[src/rtl/dmem_arb_pkg.sv]
// Shared types and constants for the data-memory arbiter.
package dmem_arb_pkg;

  typedef enum logic {
    IDLE  = 1'b0,
    LOCK1 = 1'b1
  } state_t;

  localparam logic PORT0 = 1'b0;
  localparam logic PORT1 = 1'b1;

  localparam int unsigned DEPTH_DEF     = 64;
  localparam int unsigned BURST_MAX_DEF = 8;

  // Full 32-bit compare so high address bits can never alias into range.
  function automatic logic addr_in_range(input logic [31:0] addr, input int unsigned depth);
    return addr < depth;
  endfunction

endpackage

[src/rtl/rr_arbiter2.sv]
// Two-way arbiter: round-robin or fixed priority to port 0, tracking the last winner.
module rr_arbiter2
  import dmem_arb_pkg::*;
#(
  parameter int unsigned FIXED_PRIO = 0
) (
  input  logic clk,
  input  logic rst_n,
  input  logic req0,
  input  logic req1,
  input  logic upd,
  input  logic upd_port,
  input  logic force_last1,
  output logic gnt0,
  output logic gnt1
);

  logic rr_last;

  always_comb begin
    gnt0 = 1'b0;
    gnt1 = 1'b0;
    if (req0 && req1) begin
      if (FIXED_PRIO != 0 || rr_last == PORT1) gnt0 = 1'b1;
      else                                     gnt1 = 1'b1;
    end else begin
      gnt0 = req0;
      gnt1 = req1;
    end
  end

  always_ff @(posedge clk or negedge rst_n) begin
    if (!rst_n)           rr_last <= PORT1;
    else if (force_last1) rr_last <= PORT1;
    else if (upd)         rr_last <= upd_port;
  end

endmodule

[src/rtl/data_mem_arbiter.sv]
// Shares the single-port data memory between the pipeline (port 0) and a
// lockable debug/loader master (port 1); registered read responses.
module data_mem_arbiter
  import dmem_arb_pkg::*;
#(
  parameter int unsigned DEPTH      = DEPTH_DEF,
  parameter int unsigned BURST_MAX  = BURST_MAX_DEF,
  parameter int unsigned FIXED_PRIO = 0
) (
  input  logic        CLK,
  input  logic        rst,
  input  logic        p0_req,
  input  logic        p0_we,
  input  logic [31:0] p0_addr,
  input  logic [31:0] p0_wdata,
  output logic        p0_gnt,
  output logic        p0_stall,
  output logic        p0_rvalid,
  output logic [31:0] p0_rdata,
  input  logic        p1_req,
  input  logic        p1_we,
  input  logic [31:0] p1_addr,
  input  logic [31:0] p1_wdata,
  input  logic        p1_lock,
  output logic        p1_gnt,
  output logic        p1_rvalid,
  output logic [31:0] p1_rdata,
  output logic        mem_we,
  output logic [31:0] mem_addr,
  output logic [31:0] mem_wdata,
  input  logic [31:0] mem_rdata,
  output logic        addr_err
);

  localparam int unsigned CW = $clog2(BURST_MAX + 1);

  state_t          state;
  logic [CW-1:0]   lock_cnt;
  logic            arb_gnt0, arb_gnt1;
  logic            p0_ok, p1_ok;
  logic            cnt_full;

  assign p0_ok    = addr_in_range(p0_addr, DEPTH);
  assign p1_ok    = addr_in_range(p1_addr, DEPTH);
  // lock_cnt is about to reach BURST_MAX: this is the last held cycle.
  assign cnt_full = (state == LOCK1) && (lock_cnt == CW'(BURST_MAX - 1));

  rr_arbiter2 #(.FIXED_PRIO(FIXED_PRIO)) u_arb (
    .clk        (CLK),
    .rst_n      (rst),
    .req0       (p0_req),
    .req1       (p1_req),
    .upd        (p0_gnt | p1_gnt),
    .upd_port   (p1_gnt ? PORT1 : PORT0),
    .force_last1(cnt_full),
    .gnt0       (arb_gnt0),
    .gnt1       (arb_gnt1)
  );

  always_comb begin
    if (state == LOCK1) begin
      p0_gnt = 1'b0;
      p1_gnt = p1_req;
    end else begin
      p0_gnt = arb_gnt0;
      p1_gnt = arb_gnt1;
    end
  end

  assign p0_stall = p0_req & ~p0_gnt;

  always_comb begin
    mem_we    = 1'b0;
    mem_addr  = '0;
    mem_wdata = '0;
    if (p1_gnt) begin
      mem_we    = p1_we & p1_ok;
      mem_addr  = p1_addr;
      mem_wdata = p1_wdata;
    end else if (p0_gnt) begin
      mem_we    = p0_we & p0_ok;
      mem_addr  = p0_addr;
      mem_wdata = p0_wdata;
    end
  end

  always_ff @(posedge CLK or negedge rst) begin
    if (!rst) begin
      state    <= IDLE;
      lock_cnt <= '0;
    end else begin
      case (state)
        IDLE: if (p1_gnt && p1_lock && BURST_MAX > 1) begin
          state    <= LOCK1;
          lock_cnt <= CW'(1);
        end
        LOCK1: if (!p1_lock || !p1_req || cnt_full) begin
          state    <= IDLE;
          lock_cnt <= '0;
        end else begin
          lock_cnt <= lock_cnt + 1'b1;
        end
        default: state <= IDLE;
      endcase
    end
  end

  always_ff @(posedge CLK or negedge rst) begin
    if (!rst) begin
      p0_rvalid <= 1'b0;
      p0_rdata  <= '0;
      p1_rvalid <= 1'b0;
      p1_rdata  <= '0;
      addr_err  <= 1'b0;
    end else begin
      p0_rvalid <= p0_gnt & ~p0_we;
      p1_rvalid <= p1_gnt & ~p1_we;
      if (p0_gnt && !p0_we) p0_rdata <= p0_ok ? mem_rdata : '0;
      if (p1_gnt && !p1_we) p1_rdata <= p1_ok ? mem_rdata : '0;
      addr_err  <= (p0_gnt & ~p0_ok) | (p1_gnt & ~p1_ok);
    end
  end

endmodule

[config.mk]
export PLATFORM = sky130hd
export DESIGN_NAME = data_mem_arbiter
export DESIGN_NICKNAME = d
export VERILOG_FILES = /design/src/rtl/dmem_arb_pkg.sv /design/src/rtl/rr_arbiter2.sv /design/src/rtl/data_mem_arbiter.sv
export SDC_FILE = /design/constraint.sdc
export NUM_CORES = 1
export LEC_CHECK = 0
export ABC_AREA = 1
export CAP_MARGIN = 20
export CORE_AREA = 3 3 117 119
export CTS_CLUSTER_SIZE = 24
export DETAILED_ROUTE_END_ITERATION = 12
export DIE_AREA = 0 0 120 122
export PLACE_DENSITY = 0.78
export SLEW_MARGIN = 20
export SYNTH_ARGS = -nofsm -noshare
export SYNTH_HDL_FRONTEND = slang
export SYNTH_SLANG_ARGS = --single-unit
[constraint.sdc]
create_clock -name CLK -period 3.2 [get_ports CLK]
set_clock_uncertainty 0.1 [all_clocks]
set_input_delay 0.32 -clock CLK [delete_from_list [all_inputs] [get_ports CLK]]
set_output_delay 0.32 -clock CLK [all_outputs]
set_load 0.005 [all_outputs]
==> flow_summary.ini <==
[placement]
globalplace.congestion = 0.911
portBuffers = 301
placed_area_um2 = 7550
place_hpwl_um = 15000

[floorplanning]
die_h_um = 122
start_util = 0.347
die_w_um = 120
fp.dieArea_um2 = 14600
ios = 302
core_area_um2 = 12700
rows = 41

[logic_synthesis]
synth_top_family_by_area = simple AND/OR/NAND/NOR gates
ys_seq_elements = 73
synth_top_cell_area_share = 0.409
ys_top_cells_by_count = nand2_1 (182), nor2_1 (92), inv_1 (88), dfrtp_1 (72), nand3_1 (72)
syn_inst = 630
muxShareOfSynthArea = 0
synth-main-ff-cell = dfrtp_1
synth_area_leaders = dfrtp_1 (41%), nand2_1 (16%), nand3_1 (8.2%), nor2_1 (7.8%), a22o_1 (7.6%)
synth_compound_area_frac = 0.122
ys_seq_area_frac = 0.415
yosysMostFrequentCell = nand2_1
synth.avg_cell_area_um2 = 6.99
ys_warn_count = 0
synth_nets = 798
synth.largest_area_cell = dfrtp_1
synthAdderAreaFrac = 0.00284
async_flop_share = 1.00
synth_enable_flop_cells = 0
synthSimpleGateAreaFrac = 0.331
synth-xor-area-share = 0.00199
ys_types = 24
synthesis.area_um2 = 4400

[clocking]
hold_buffers = 0
clkTransAtPathRegs_ps = 60
htreeDepth = 3
cts_tree = yes
numCtsBuffers = 9
post_cts_resized = 0
postCtsSetupRepairBufs = 0
clk_path_buf_depth = 2
cts_sinks = 73
clock-root-buffer = clkbuf_16
clk-insertion-delay-late_ps = 330

[sta]
fmax_mhz = 365
fin_crit_ps = 2740
slew_violations = 0
grt_setup_unrepaired = false
min_period_over_period = 0.857
tightest_slew_ps = 947
max_slew_margin = 0.368
finalSetupTns_ps = 0
hold_viol_final = 0
setup_violations = 0

[run]
cap_viol_max_count = 0

[global_routing]
overflow = 0
grt.total_usage = 0.259
antenna_found_initial = 1
grt_max_degree = 74
grt_pass1_vias = 5171
grt_pass1_wl_um = 29000

[pwr]
p_leak_nw = 3.90
totalPowerFinal_mw = 3.24
vdd_drop_max_v = 0.000218
pwr_density_cell_nw_per_um2 = 414

[critical_path]
worstRegToRegCells = 10
cp_cell_sequence = inv_1, nand2_1, nand2_4, clkinv_2, buf_4, a22o_1, clkdlybuf4s50_1
cp.depth = 7
critPathLaunchType = register
path_class = reg2out
cp.required_ps = 2780
slowest_delay_ps = 540
cp.arrival_ps = 2320
slowest_stage = dfstp_2
critPathTopFamily = buffers and inverters
worstSetupEndpointType = primary output
critPathMaxFanout = 40
crit_buf_inv = 4

[layout]
finalNetCount = 1084
final_area_um2 = 7830
syn_to_final_growth_pct = 77.8
antenna_cells = 0
drive_gt1_frac = 0.0434

[detailed_routing]
antenna_left = 0
vias = 5277
firstDrtPassIters = 5
drt_wl_total_um = 19600
avgRoutedWirePerCell_um = 18.0
drt_iter0_drc = 451
vias_per_cell = 4.83
drc = 0

[min_path]
hp-class = in2async

[run_status]
status = finished clean
[cells by family (layout without fill, tap and decap cells)]
logic type | count (synthesis) | count (layout)
AO/OA/AOI/OAI | 73 | 73
XOR/XNOR | 1 | 1
adder cells (fa/ha/maj) | 1 | 1
buffers and inverters | 129 | 420
flip-flops | 73 | 73
AND/OR/NAND/NOR | 353 | 353
[sequential cells by signal, indices dropped and copies added, names as in the netlist]
name and flops:
addr_err 1, lock_cnt 4, p0_rdata 32, p0_rvalid 1, p1_rdata 32, p1_rvalid 1, state 1, u_arb.rr_last 1
[metrics by stage]
step                      utilization  hold WS [ps]  cells  worst slack (ps)
after global routing            0.618           121   1093               338
after detailed placement        0.596           364   1077               521
after CTS                       0.618          74.9   1093               454
after global placement          0.596           361   1077               561
final                           0.618          41.2   1093               458
after floorplan                     -         -75.6    630              1500
[layout make-up]
type	count	area (um2)
repair buffers	314	3130
multi-input cells	428	2040
clock buffers	11	243
well taps	172	215
fillers	1136	4840
inverters	90	339
clock inverters	5	31.3
flip-flops and latches	73	1830
[power by group]
group          switching, mW  total [mW]  internal (mW)
combinational          0.578        1.31          0.736
clock                  0.386       0.930          0.543
sequential            0.0401        1.00          0.961
[worst reg2reg max path, delay by kind of cell (launching register included)]
kind	cells	cell delay (ps)
buffers and inverters	4	800
flip-flops	1	540
AND/OR/NAND/NOR	6	870
[cell usage in the layout (no fill, tap or decap), types with 2 or more instances in the layout]
cell type	Yosys	final
a22o_1	38	38
nor3_4	0	2
clkinv_2	1	4
clkdlybuf4s50_1	0	300
o22ai_1	21	21
buf_4	2	12
nand3_1	72	71
clkbuf_16	0	9
dfrtp_1	72	72
buf_12	0	2
nor2_2	0	2
nand2_1	182	182
nor2_1	92	90
inv_1	88	88
nand4_1	2	2
o21ai_0	12	12
[worst paths after layout]
check,slack (ps),endpoint,startpoint
max,460,mem_wdata[4],u_arb.rr_last$_DFFE_PN1P_
min,40,p1_rdata[28]$_DFFE_PN0P_,rst
max reg2reg,850,p0_rdata[10]$_DFFE_PN0P_,u_arb.rr_last$_DFFE_PN1P_
min reg2reg,380,p0_rdata[29]$_DFFE_PN0P_,p0_rdata[29]$_DFFE_PN0P_
max in group asynchronous,2350,p1_rdata[6]$_DFFE_PN0P_,rst
min in group CLK,380,p0_rdata[29]$_DFFE_PN0P_,p0_rdata[29]$_DFFE_PN0P_
[per-layer routing]
metal	routed length, um	vias to the layer above	global-route usage
li1	-	2562	-
met1	8250	2432	0.348
met2	9520	261	0.421
met4	270	2	0.0680
met5	12	-	0
met3	1580	20	0.0604
No activity file was read; power rests on OpenSTA's default activity.
